[config.mk]
export PLATFORM = sky130hd
export DESIGN_NAME = y_operand_buffer
export DESIGN_NICKNAME = d
export VERILOG_FILES = /design/src/rtl/cpu_pkg.sv /design/src/rtl/y_operand_buffer.sv
export SDC_FILE = /design/constraint.sdc
export NUM_CORES = 1
export LEC_CHECK = 0
export ABC_AREA = 0
export CORE_MARGIN = 4
export CORE_UTILIZATION = 35
export DETAILED_ROUTE_END_ITERATION = 10
export DONT_BUFFER_PORTS = 1
export GPL_ROUTABILITY_DRIVEN = 0
export PLACE_DENSITY_LB_ADDON = 0.25
export SLEW_MARGIN = 40
export SYNTH_ARGS = -nofsm -noshare
export SYNTH_HDL_FRONTEND = slang
export SYNTH_SLANG_ARGS = --single-unit
[constraint.sdc]
create_clock -name clk -period 2.07 [get_ports clk]
set_clock_uncertainty 0.15 [all_clocks]
set_input_delay 0.3105 -clock clk [delete_from_list [all_inputs] [get_ports clk]]
set_output_delay 0.3105 -clock clk [all_outputs]
set_load 0.02 [all_outputs]
[src/rtl/cpu_pkg.sv]
// Shared CPU datapath types: bus word width and Y operand buffer states.
package cpu_pkg;

    localparam int unsigned WORD_W = 16;

    typedef enum logic [1:0] {
        Y_EMPTY = 2'd0,
        Y_ONE   = 2'd1,
        Y_TWO   = 2'd2
    } y_state_t;

    // Occupancy of the Y buffer for a given state.
    function automatic logic [1:0] y_count(input y_state_t s);
        unique case (s)
            Y_ONE:   y_count = 2'd1;
            Y_TWO:   y_count = 2'd2;
            default: y_count = 2'd0;
        endcase
    endfunction

endpackage

[src/rtl/y_operand_buffer.sv]
// Two-deep operand buffer between the internal bus and the ALU's second input.
// Y1 is presented to the ALU, Y2 waits behind it. A push to a full buffer is
// dropped and latches the sticky overflow flag.
// Optional feature macro: Y_OPERAND_BYPASS_EN. When defined, a push into an
// empty buffer is forwarded to the ALU in the same cycle, and a simultaneous
// take consumes it without the word ever being stored.
module y_operand_buffer
    import cpu_pkg::*;
#(
    parameter int unsigned WIDTH = WORD_W
) (
    input  logic             clk,
    input  logic             reset,
    input  logic [WIDTH-1:0] from_bus,
    input  logic             Y_in,
    input  logic             ALU_take,
    output logic [WIDTH-1:0] to_ALU,
    output logic             operand_valid,
    output logic             full,
    output logic [1:0]       count,
    output logic             overflow
);

    y_state_t         state_q, state_d;
    logic [WIDTH-1:0] y1_q, y1_d;
    logic [WIDTH-1:0] y2_q, y2_d;
    logic             overflow_q, overflow_d;

    // State and slot registers; reset clears everything asynchronously.
    always_ff @(posedge clk or negedge reset) begin
        if (!reset) begin
            state_q    <= Y_EMPTY;
            y1_q       <= '0;
            y2_q       <= '0;
            overflow_q <= 1'b0;
        end else begin
            state_q    <= state_d;
            y1_q       <= y1_d;
            y2_q       <= y2_d;
            overflow_q <= overflow_d;
        end
    end

    // Next-state: push/pop decode per occupancy.
    always_comb begin
        state_d    = state_q;
        y1_d       = y1_q;
        y2_d       = y2_q;
        overflow_d = overflow_q;

        unique case (state_q)
            Y_EMPTY: begin
`ifdef Y_OPERAND_BYPASS_EN
                // With a same-cycle take the word goes straight through.
                if (Y_in && !ALU_take) begin
                    state_d = Y_ONE;
                    y1_d    = from_bus;
                end
`else
                // A take while empty is ignored; the push still lands.
                if (Y_in) begin
                    state_d = Y_ONE;
                    y1_d    = from_bus;
                end
`endif
            end
            Y_ONE: begin
                if (Y_in && ALU_take) begin
                    y1_d = from_bus;
                end else if (Y_in) begin
                    state_d = Y_TWO;
                    y2_d    = from_bus;
                end else if (ALU_take) begin
                    state_d = Y_EMPTY;
                end
            end
            Y_TWO: begin
                if (Y_in && ALU_take) begin
                    y1_d = y2_q;
                    y2_d = from_bus;
                end else if (Y_in) begin
                    overflow_d = 1'b1;
                end else if (ALU_take) begin
                    state_d = Y_ONE;
                    y1_d    = y2_q;
                end
            end
            default: begin
                state_d = Y_EMPTY;
            end
        endcase
    end

    // Outputs decoded from registered state (plus the optional bypass path).
    always_comb begin
        operand_valid = (state_q != Y_EMPTY);
        to_ALU        = (state_q != Y_EMPTY) ? y1_q : '0;
`ifdef Y_OPERAND_BYPASS_EN
        if (state_q == Y_EMPTY && Y_in) begin
            operand_valid = 1'b1;
            to_ALU        = from_bus;
        end
`endif
        full     = (state_q == Y_TWO);
        count    = y_count(state_q);
        overflow = overflow_q;
    end

endmodule

==> Word-level counts from Yosys, hierarchy flattened <==
Index checks and enable logic that the tools add are counted.
Widths: inputs -> output; s select.
{ "totals": {"elab_cells": 45, "out_inout_bits": 21, "ff_bits": 35} }
{ "op_classes": {"bitwise_logic": 1, "eq_ne": 13, "n_reduce_logical": 9, "muxes": 18} }
{ "ops": {"columns": ["operator", "count"], "rows": [
  ["$mux 16", 7],
  ["$pmux 16 s3", 1],
  ["$pmux 16 s2", 1],
  ["$mux 2", 7],
  ["$ne 2x2->1 const B", 7],
  ["$ne 3x2->1 const B", 2],
  ["$pmux 2 s3", 1],
  ["$reduce_and 6->1", 1],
  ["$reduce_and 5->1", 1],
  ["$pmux 2 s2", 1],
  ["$reduce_and 4->1", 1],
  ["$reduce_bool 2->1", 2],
  ["$ne 3x3->1 const B", 1],
  ["$reduce_and 3->1", 1],
  ["$reduce_bool 3->1", 1],
  ["$eq 2x1->1 const B", 1],
  ["$eq 2x2->1 const B", 1],
  ["$logic_not 2->1", 1],
  ["$ne 2x1->1 const B", 1],
  ["$logic_and 1x1->1", 1],
  ["$not 1->1", 1]
]} }

==> Longest topological paths before layout <==
Gate-level depths: netlist (run 1).
{ "logic_depth": {"word_depth": 4, "ltp_mapped": 5} }

==> Worst setup path after synthesis (run 1) <==
No wires, ideal clock.
{ "synth_timing": {"path_kind": "reg-to-reg", "start": "register state_q[1]", "end": "register y2_q[10]", "t_arrival_ns": 1.404, "required_ns": 1.793, "path_stages_with_launch": 5, "path_slack_ns": 0.388, "period_less_slack_ns": 1.682, "path_cell_list": "dfrtp_1 -> nand2b_2 -> o22ai_4 -> buf_6 -> mux2_1"} }
{ "synth_via": {"elab_chain_len": 3} }
{ "synth_rtl": {"columns": ["item", "line", "text"], "rows": [
  ["start, declared", "y_operand_buffer.sv:24", "y_state_t state_q, state_d;"],
  ["start signal, assigned", "y_operand_buffer.sv:37", "state_q <= state_d;"],
  ["$eq 2x2->1 / $eq 2x1->1 (equally long branches)", "y_operand_buffer.sv:51", "unique case (state_q)"],
  ["$ne 2x1->1 (no line), or another cell as far along", null, null],
  ["$reduce_and 4->1 (no line)", null, null],
  ["end signal, assigned", "y_operand_buffer.sv:39", "y2_q <= y2_d;"],
  ["end, declared", "y_operand_buffer.sv:26", "logic [WIDTH-1:0] y2_q, y2_d;"]
]} }
Several ways; a longest one is shown, not always the timed one.
A chain may end at the register's enable or synchronous reset.

==> Final worst setup path (run 1) <==
{ "layout_timing": {"start": "register state_q[0]", "end": "register y1_q[0]"} }
{ "layout_via": {"elab_chain_len": 3} }
{ "layout_rtl": {"columns": ["item", "line", "text"], "rows": [
  ["$eq 2x2->1 *", null, null],
  ["via full", "y_operand_buffer.sv:19", "output logic full,"],
  ["$ne 3x2->1 (no line) / $reduce_bool 3->1 (equally long branches)", null, null],
  ["$reduce_and 5->1 (no line)", null, null],
  ["end signal, assigned", "y_operand_buffer.sv:38", "y1_q <= y1_d;"],
  ["end, declared", "y_operand_buffer.sv:25", "logic [WIDTH-1:0] y1_q, y1_d;"]
]} }
The timed path passes the listed nets; every way through them passes the cells marked *.

==> impl_metrics.ini, run 1 <==
[outcome]
run_status = complete, no violations

[placement]
numPortBuffers = 0
placed_cells_incl_taps = 205
preCtsSetupSlack_ps = 241
hpwlAfterDp_mm = 2.36

[synthesis]
syn_inst = 122
syn-num-nets = 142
synth.lib_cells_used.distinct = 21
synth_seq_cells = 35
postSynthAreaPerCell_um2 = 14.6
synth_area_um2 = 1780
yosysWarningCount = 0
synth.yosys.seq_area_share = 0.493

[power]
p_leak_nw = 0.930
cellInternalPower_mw = 1.88
total_power_mw = 2.81
vdd_ir_drop_max_v = 0.000543
clkPwrFrac = 0.168
combPwrFrac = 0.416
power-per-cell-area_nw_per_um2 = 1320
total_switching_power_mw = 0.933
power.sequential.fraction = 0.416
sw_frac_of_total = 0.331

[floorplan]
fp.dieH_um = 79.3
fp.dieArea_um2 = 6280
placement_rows = 25
core_region_area_um2 = 4820
floorplan.die.width_um = 79.3
ioPinCount = 41
initial_utilization = 0.369

[cts]
tritoncts = yes
cts-buffers-inserted = 5
cts_htree_levels = 2
cts_setup_buffers = 0
post_cts.resized_instances = 0
cts-root-buf = sky130_fd_sc_hd__clkbuf_8
insertion_delay_ps = 290
ctsLongestPathBuffers = 2
cts_sinks = 35
clkSlewWorstSetupHoldPaths_ps = 70

[setup_path]
setup_crit_end_kind = flop
critPathRequiredTime_ps = 2090
setup.worst_path.class = reg2reg
critical_path.max_fanout = 19
ff2ff_setup_slack_ps = 250
critical_path_arrival_ps = 1830
startpoint_type = flop

[route]
routed_length_per_placed_instance_um = 16.0
drtAntennaViolNets = 0
vias = 1056
detailedRoute.firstPassIterationCount = 4
route.detailed.drc = 0
dr.first_iter.drc_count = 50
routed_wl_mm = 3.51
detail_route.vias_per_cell = 4.82

[sta]
finalSetupViolCount = 0
timing.final.crit_share = 0.878
clock.fmax_mhz = 550
hold_violation_count_in_the_final_report = 0
final_period_minus_worst_setup_slack_ps = 1820
postLayoutSetupSlackWorst_ps = 253
setup_tns_ps = 0
final_max_slew_viol_count = 0
max-slew-margin-rel = 0.716
actual_transition_at_the_worst_max_transition_pin_ps = 425
rsz0062_at_grt = false

[global_routing]
grt_first_pass_wirelength_mm = 5.80
overflow = 0
global_route.usage.met3 = 0.0635
global_route.peak_usage_layer = met2
vias_in_the_first_global_route = 1159
grt_start_max_net_pins = 36
groute.usage.overall = 0.123
grtUsageMet1 = 0.141
number_of_antenna_violations_at_the_first_check_in_global_routing = 0
grtUsageMet2 = 0.193

[min_path]
hold_path_class = in2reg

[final_layout]
final_common_cell = sky130_fd_sc_hd__dfrtp_1
finished_layout_cells = 219
n_fill_cell = 473
final_cell_mix = sky130_fd_sc_hd__dfrtp_1 (35), sky130_fd_sc_hd__buf_4 (20), sky130_fd_sc_hd__nor2b_1 (19), sky130_fd_sc_hd__mux2_1 (18), sky130_fd_sc_hd__mux2_4 (16)
num-nets-final = 171
share_of_cells_above_drive_strength_1 = 0.421
layout-area-overhead-vs-synth_pct = 19.8
inserted_diodes = 0

[run]
drv_cap = 0
-- Yosys cell counts (all sizes together) --
| library cell | instances | area [um2] |
|---|---|---|
| dfrtp | 35 | 876 |
| o21a | 1 | 7.51 |
| inv | 3 | 16.3 |
| nand2b | 3 | 28.8 |
| a31o | 1 | 8.76 |
| clkbuf | 1 | 3.75 |
| a21boi | 1 | 7.51 |
| o22ai | 4 | 52.6 |
| buf | 4 | 50.1 |
| nand2 | 1 | 3.75 |
| mux2 | 48 | 601 |
| nor2 | 1 | 3.75 |
| nor2b | 19 | 119 |
-- cell families after synthesis --
logic type             count (synthesis)  share of synthesized area
multiplexers                          48                      0.338
buffers and inverters                  8                     0.0394
AO/OA/AOI/OAI                          7                     0.0429
flip-flops                            35                      0.493
AND/OR/NAND/NOR                       24                     0.0873
-- sequential cells by signal, indices dropped and copies added, names as in the netlist --
| signal | flops |
|---|---|
| state_q | 2 |
| y1_q | 16 |
| overflow | 1 |
| y2_q | 16 |
-- power by group through the flow --
stage / clock network, mW / registers (mW) / logic (mW)
2_1_floorplan: 0 / 1.13 / 0.852
6_report: 0.473 / 1.17 / 1.17
3_5_place_dp: 0 / 1.19 / 1.16
4_1_cts: 0.486 / 1.17 / 1.19
5_1_grt: 0.525 / 1.21 / 1.27
3_3_place_gp: 0 / 1.17 / 1.14
-- layout make-up --
class	instances	area (um2)	share of cell area
tap	67	83.8	0.0394
multi-input combinational	79	832	0.391
inverter	3	16.3	0.00764
sequential	35	876	0.411
clock inverter	1	5.00	0.00235
clock buffer	7	76.3	0.0358
timing repair buffer	27	240	0.113
-- critical path, stage by stage (launching register included) --
cell,delay [ps]
sky130_fd_sc_hd__dfrtp_1,430
sky130_fd_sc_hd__nand2b_4,210
sky130_fd_sc_hd__inv_6,250
sky130_fd_sc_hd__mux2_2,370
sky130_fd_sc_hd__mux2_1,290
-- routing by layer --
metal  share of wire  wire length, um  up-vias
met5               0                0        -
met4           0.015               53        0
met3           0.090              316        7
met2            0.45             1580       35
met1            0.44             1560      537
li1                -                -      477
-- final timing paths --
check | depth (start not counted) | start | endpoint
min in group asynchronous | 2 | reset | y1_q[5]
max in group asynchronous | 2 | reset | y2_q[10]
worst max-delay path | 4 | state_q[0] | y1_q[0]
worst min-delay path | 1 | from_bus[6] | y2_q[6]
worst max register to register | 4 | state_q[0] | y1_q[0]
worst min register to register | 1 | y1_q[1] | y1_q[1]
-- stage by stage --
step / hold slack, ps / util / area (um2)
finish: 9.19 / 0.442 / 2130
CTS: 4.08 / 0.436 / 2100
floorplan: -135 / - / 1780
global route: 1.49 / 0.442 / 2130
global placement: -134 / 0.411 / 1980
detailed placement: -134 / 0.411 / 1980
-- repair_timing --
action / in CTS / in global routing
hold endpoints to repair: 36 / 3
setup endpoints to repair: 0 / 0
hold buffers: 3 / 3
Note: power is estimated with default switching activity, not from simulation.
==> run 2, diff against run 1 <==
--- a/config.mk
+++ b/config.mk
@@ -12,6 +12,7 @@
 export DONT_BUFFER_PORTS = 1
 export GPL_ROUTABILITY_DRIVEN = 0
 export PLACE_DENSITY_LB_ADDON = 0.25
+export SETUP_SLACK_MARGIN = 0.4
 export SLEW_MARGIN = 40
 export SYNTH_ARGS = -nofsm -noshare
 export SYNTH_HDL_FRONTEND = slang
==> impl_metrics.ini, run 2 (synthesis results as in run 1) <==
[setup_path]
critical_path.max_fanout = 12
critical_path.startpoint = state_q[0]
worstReg2RegEnd = y1_q[0]
timing.rr.start = state_q[0]
critical_path_arrival_ps = 1770
cpMaxStageDelayCell = sky130_fd_sc_hd__dfrtp_2
cp_cell_sequence = nand2b_4 -> inv_12 -> mux2_2 -> mux2_1
startpoint_type = flop
setup.worst_path.class = reg2reg
critPathRequiredTime_ps = 2090
setup_crit_end_kind = flop
timing.reg2reg.worst_path_depth = 4
ff2ff_setup_slack_ps = 320
delay_contributed_by_the_slowest_stage_of_the_critical_path_ps = 450

[route]
routed_wl_mm = 3.72
routed_length_per_placed_instance_um = 18.1
detailedRoute.firstPassIterationCount = 4
detail_route.vias_per_cell = 4.86
dr.first_iter.drc_count = 17
vias = 996
drtAntennaViolNets = 0
route.detailed.drc = 0

[sta]
timing.final.crit_share = 0.846
postLayoutSetupSlackWorst_ps = 319
max-slew-margin-rel = 0.695
final_period_minus_worst_setup_slack_ps = 1750
final_max_slew_viol_count = 0
rsz0062_at_grt = true
actual_transition_at_the_worst_max_transition_pin_ps = 456
finalSetupViolCount = 0
hold_violation_count_in_the_final_report = 0
clock.fmax_mhz = 571
setup_tns_ps = 0

[floorplan]
initial_utilization = 0.369
core_region_area_um2 = 4820
floorplan.die.width_um = 79.3
placement_rows = 25
fp.dieH_um = 79.3
fp.dieArea_um2 = 6280
ioPinCount = 41

[global_routing]
global_route.peak_usage_layer = met2
overflow = 0
global_route.usage.met3 = 0.0476
grtUsageMet2 = 0.224
number_of_antenna_violations_at_the_first_check_in_global_routing = 0
grtUsageMet1 = 0.148
vias_in_the_first_global_route = 1158
grt_start_max_net_pins = 36
grt_first_pass_wirelength_mm = 6.15
groute.usage.overall = 0.131

[min_path]
worst_hold_path.endpoint = y2_q[9]
number_of_instances_on_the_worst_hold_path = 1
hold_path_class = in2reg
min_from = from_bus[9]

[power]
sw_frac_of_total = 0.332
power-per-cell-area_nw_per_um2 = 1350
clkPwrFrac = 0.166
total_switching_power_mw = 0.981
combPwrFrac = 0.430
power.sequential.fraction = 0.404
p_leak_nw = 0.971
cellInternalPower_mw = 1.98
vdd_ir_drop_max_v = 0.000596

[final_layout]
n_fill_cell = 444
final_cell_mix = sky130_fd_sc_hd__mux2_4 (36), sky130_fd_sc_hd__dfrtp_1 (33), sky130_fd_sc_hd__nor2b_2 (11), sky130_fd_sc_hd__mux2_1 (8), sky130_fd_sc_hd__buf_6 (7)
largestRegisters = y1_q: 16 flops, y2_q: 16 flops, state_q: 2 flops
share_of_cells_above_drive_strength_1 = 0.594
multi_input_area_um2 = 962
inserted_diodes = 0
finished_layout_cells = 205
layout-area-overhead-vs-synth_pct = 23.5
ff_latch_area_um2 = 878
num-nets-final = 158
final_common_cell = sky130_fd_sc_hd__mux2_4

[run]
drv_cap = 0

[placement]
hpwlAfterDp_mm = 2.45
numPortBuffers = 0
preCtsSetupSlack_ps = 239
placed_cells_incl_taps = 189

[cts]
cts-buffers-inserted = 5
cts_htree_levels = 2
clkSlewWorstSetupHoldPaths_ps = 70
cts-root-buf = sky130_fd_sc_hd__clkbuf_8
ctsLongestPathBuffers = 2
cts_sinks = 35
insertion_delay_ps = 280
tritoncts = yes

[outcome]
run_status = complete, no violations
==> run 2: worst max-delay path by stage <==
| stage | slack (ps) | cells past startpoint | endpoint |
|---|---|---|---|
| 3_3_place_gp | 290 | 4 | y1_q[1] |
| 6_report | 320 | 4 | y1_q[0] |
| 5_1_grt | 280 | 4 | y1_q[0] |
| 2_1_floorplan | 400 | 5 | y1_q[2] |
| 4_1_cts | 320 | 4 | y1_q[0] |
| 3_5_place_dp | 240 | 4 | y1_q[1] |
==> run 2: routing by layer <==
layer  routed length [um]  share of wire
met5                    0              0
met4                   40          0.011
met3                  172          0.046
met2                 1890           0.51
met1                 1620           0.43
==> run 2: power groups by stage <==
stage / clock network [mW] / registers (mW) / logic [mW]
after global routing: 0.548 / 1.24 / 1.35
final: 0.491 / 1.20 / 1.27
after CTS: 0.515 / 1.19 / 1.23
after detailed placement: 0 / 1.19 / 0.966
after global placement: 0 / 1.17 / 0.937
after floorplan: 0 / 1.13 / 0.856
==> run 2: what timing repair did <==
| item | CTS | global route |
|---|---|---|
| cloned | 1 | 0 |
| pin swaps | 3 | 1 |
| hold buffers | 2 | 0 |
| buffers inserted | 6 | 0 |
| resized for setup | 39 | 11 |
| hold endpoints to repair | 35 | 0 |
| setup endpoints to repair | 47 | 50 |
==> run 2: layout make-up <==
class / count / area share
Multi-Input combinational cell: 79 / 0.438
Sequential cell: 35 / 0.400
Timing Repair Buffer: 13 / 0.0689
Tap cell: 67 / 0.0382
Clock buffer: 6 / 0.0376
Inverter: 3 / 0.0108
Timing Repair inverter: 1 / 0.00399
Clock inverter: 1 / 0.00228
==> run 2: per-stage QoR <==
stage          utilization  total power [mW]  area [um2]  hold slack (ps)
2_1_floorplan            -              1.99        1790             -135
3_3_place_gp         0.385              2.10        1850             -134
3_5_place_dp         0.385              2.15        1850             -134
4_1_cts              0.447              2.93        2150             1.26
5_1_grt              0.456              3.14        2200             4.77
6_report             0.456              2.96        2200             20.0
==> run 2: worst max-delay path, delay by kind of cell, from the launching register on <==
family	cells	cell delay, ps
buffers and inverters	1	160
flip-flops	1	450
multiplexers	2	620
AND/OR/NAND/NOR	1	250
==> run 3, diff against run 2 <==
==> constraint.sdc (replaced) <==
create_clock -name clk -period 1.5 [get_ports clk]
set_clock_uncertainty 0.15 [all_clocks]
set_input_delay 0.225 -clock clk [delete_from_list [all_inputs] [get_ports clk]]
set_output_delay 0.225 -clock clk [all_outputs]
set_load 0.02 [all_outputs]
==> impl_metrics.ini, run 3 (synthesis results as in run 1) <==
[outcome]
run_status = finished, violations left
violations = hold timing, setup timing

[cts]
cts_htree_levels = 2
clkSlewWorstSetupHoldPaths_ps = 70
insertion_delay_ps = 280
cts-buffers-inserted = 5
ctsLongestPathBuffers = 2
tritoncts = yes
cts_sinks = 35
cts-root-buf = sky130_fd_sc_hd__clkbuf_8
cts_hold_buffers = 17

[final_layout]
inserted_diodes = 0
final_common_cell = sky130_fd_sc_hd__mux2_4
final_area_um2 = 2670
largestRegisters = y1_q: 16 flops, y2_q: 16 flops, state_q: 2 flops
n_fill_cell = 405
num-nets-final = 202
final_cell_mix = sky130_fd_sc_hd__mux2_4 (39), sky130_fd_sc_hd__dfrtp_1 (33), sky130_fd_sc_hd__buf_4 (20), sky130_fd_sc_hd__dlygate4sd3_1 (17)
layout-area-overhead-vs-synth_pct = 50.0
share_of_cells_above_drive_strength_1 = 0.579

[route]
routed_length_per_placed_instance_um = 17.3
detailedRoute.firstPassIterationCount = 4
vias = 1164
route.detailed.drc = 0
dr.first_iter.drc_count = 37
drtAntennaViolNets = 0
detail_route.vias_per_cell = 4.66
routed_wl_mm = 4.32

[sta]
clock.fmax_mhz = 577
final_max_slew_viol_count = 0
rsz0062_at_grt = true
timing.final.crit_share = 1.15
postLayoutSetupSlackWorst_ps = -232
actual_transition_at_the_worst_max_transition_pin_ps = 288
final.hold.worst_slack_ps = -520
final_period_minus_worst_setup_slack_ps = 1730
setup_tns_ps = -10740
max-slew-margin-rel = 0.808
finalSetupViolCount = 52
hold_violation_count_in_the_final_report = 35

[setup_path]
startpoint_type = flop
critical_path_arrival_ps = 1360
critPathRequiredTime_ps = 1120
setup.worst_path.class = reg2out
critical_path.max_fanout = 5
setup_crit_end_kind = output pin

[placement]
numPortBuffers = 0
preCtsSetupSlack_ps = -169
hpwlAfterDp_mm = 2.51
post_dp_cell_area_um2 = 2080

[global_routing]
vias_in_the_first_global_route = 1359
grt_first_pass_wirelength_mm = 7.19
groute.usage.overall = 0.150
grt_start_max_net_pins = 36
number_of_antenna_violations_at_the_first_check_in_global_routing = 0
overflow = 0

[floorplan]
fp.dieArea_um2 = 6280
placement_rows = 25
fp.dieH_um = 79.3
core_region_area_um2 = 4820
ioPinCount = 41
initial_utilization = 0.369
floorplan.die.width_um = 79.3

[power]
p_leak_nw = 1.22
vdd_ir_drop_max_v = 0.000737
power-per-cell-area_nw_per_um2 = 1790
total_power_mw = 4.78

[run]
drv_cap = 0

[min_path]
hold_path_class = in2async
-- run 3: cell types whose count changed in the layout (fill, tap and decap cells not counted), sizes merged --
cell and delta:
dlygate4sd3 +16, bufinv +1, buf +28, clkbuf +1, inv -1
-- run 3: worst paths after layout --
check | start | to | slack [ps] | depth (start not counted)
max | state_q[1] | to_ALU[1] | -230 | 5
min | reset | y2_q[9] | -520 | 0
max reg2reg | state_q[1] | y2_q[11] | -230 | 5
min reg2reg | y1_q[12] | y1_q[12] | 350 | 1
max in group asynchronous | reset | overflow | 1630 | 0
min in group clk | Y_in | state_q[0] | 20 | 2
-- run 3: layout make-up --
type                    instances  area (um2)  share of cell area
clock buffers                   6        82.6              0.0310
clock inverters                 2        35.0              0.0131
inverters                       3        23.8             0.00891
multi-input cells              79         958               0.359
flip-flops and latches         35         878               0.329
well taps                      67        83.8              0.0314
repair buffers                 58         606               0.227
-- run 3: metal layers --
layer	wire length (um)	track usage	vias to the layer above	part of all wire
met4	92	0.0498	0	0.021
met3	224	0.0522	9	0.052
li1	-	-	543	-
met1	1690	0.166	589	0.39
met2	2310	0.267	23	0.53
met5	0	0	-	0
-- run 3: repair_timing --
item,in CTS,in global routing
setup endpoints to repair,55,56
gates cloned,2,0
hold endpoints to repair,52,35
resized for setup,38,14
pin swaps,3,1
setup buffers,8,3
-- run 3: where the power goes --
part / switching [mW] / leakage, nW / internal, mW / total (mW)
clock network: 0.334 / 0.0612 / 0.537 / 0.871
registers: 0.263 / 0.410 / 1.39 / 1.65
logic: 0.867 / 0.747 / 1.39 / 2.26
total: 1.46 / 1.22 / 3.32 / 4.78
-- run 3: critical path: stages (launching register included) --
cell	delay, ps
sky130_fd_sc_hd__dfrtp_2	430
sky130_fd_sc_hd__buf_6	130
sky130_fd_sc_hd__nor2_4	150
sky130_fd_sc_hd__buf_6	150
sky130_fd_sc_hd__nor2b_1	50
sky130_fd_sc_hd__buf_4	150
-- run 3: metrics by stage --
stage | instances | util
final | 250 | 0.554
after global routing | 250 | 0.554
after CTS | 247 | 0.539
after detailed placement | 212 | 0.431
after global placement | 212 | 0.431
after floorplan | 122 | -
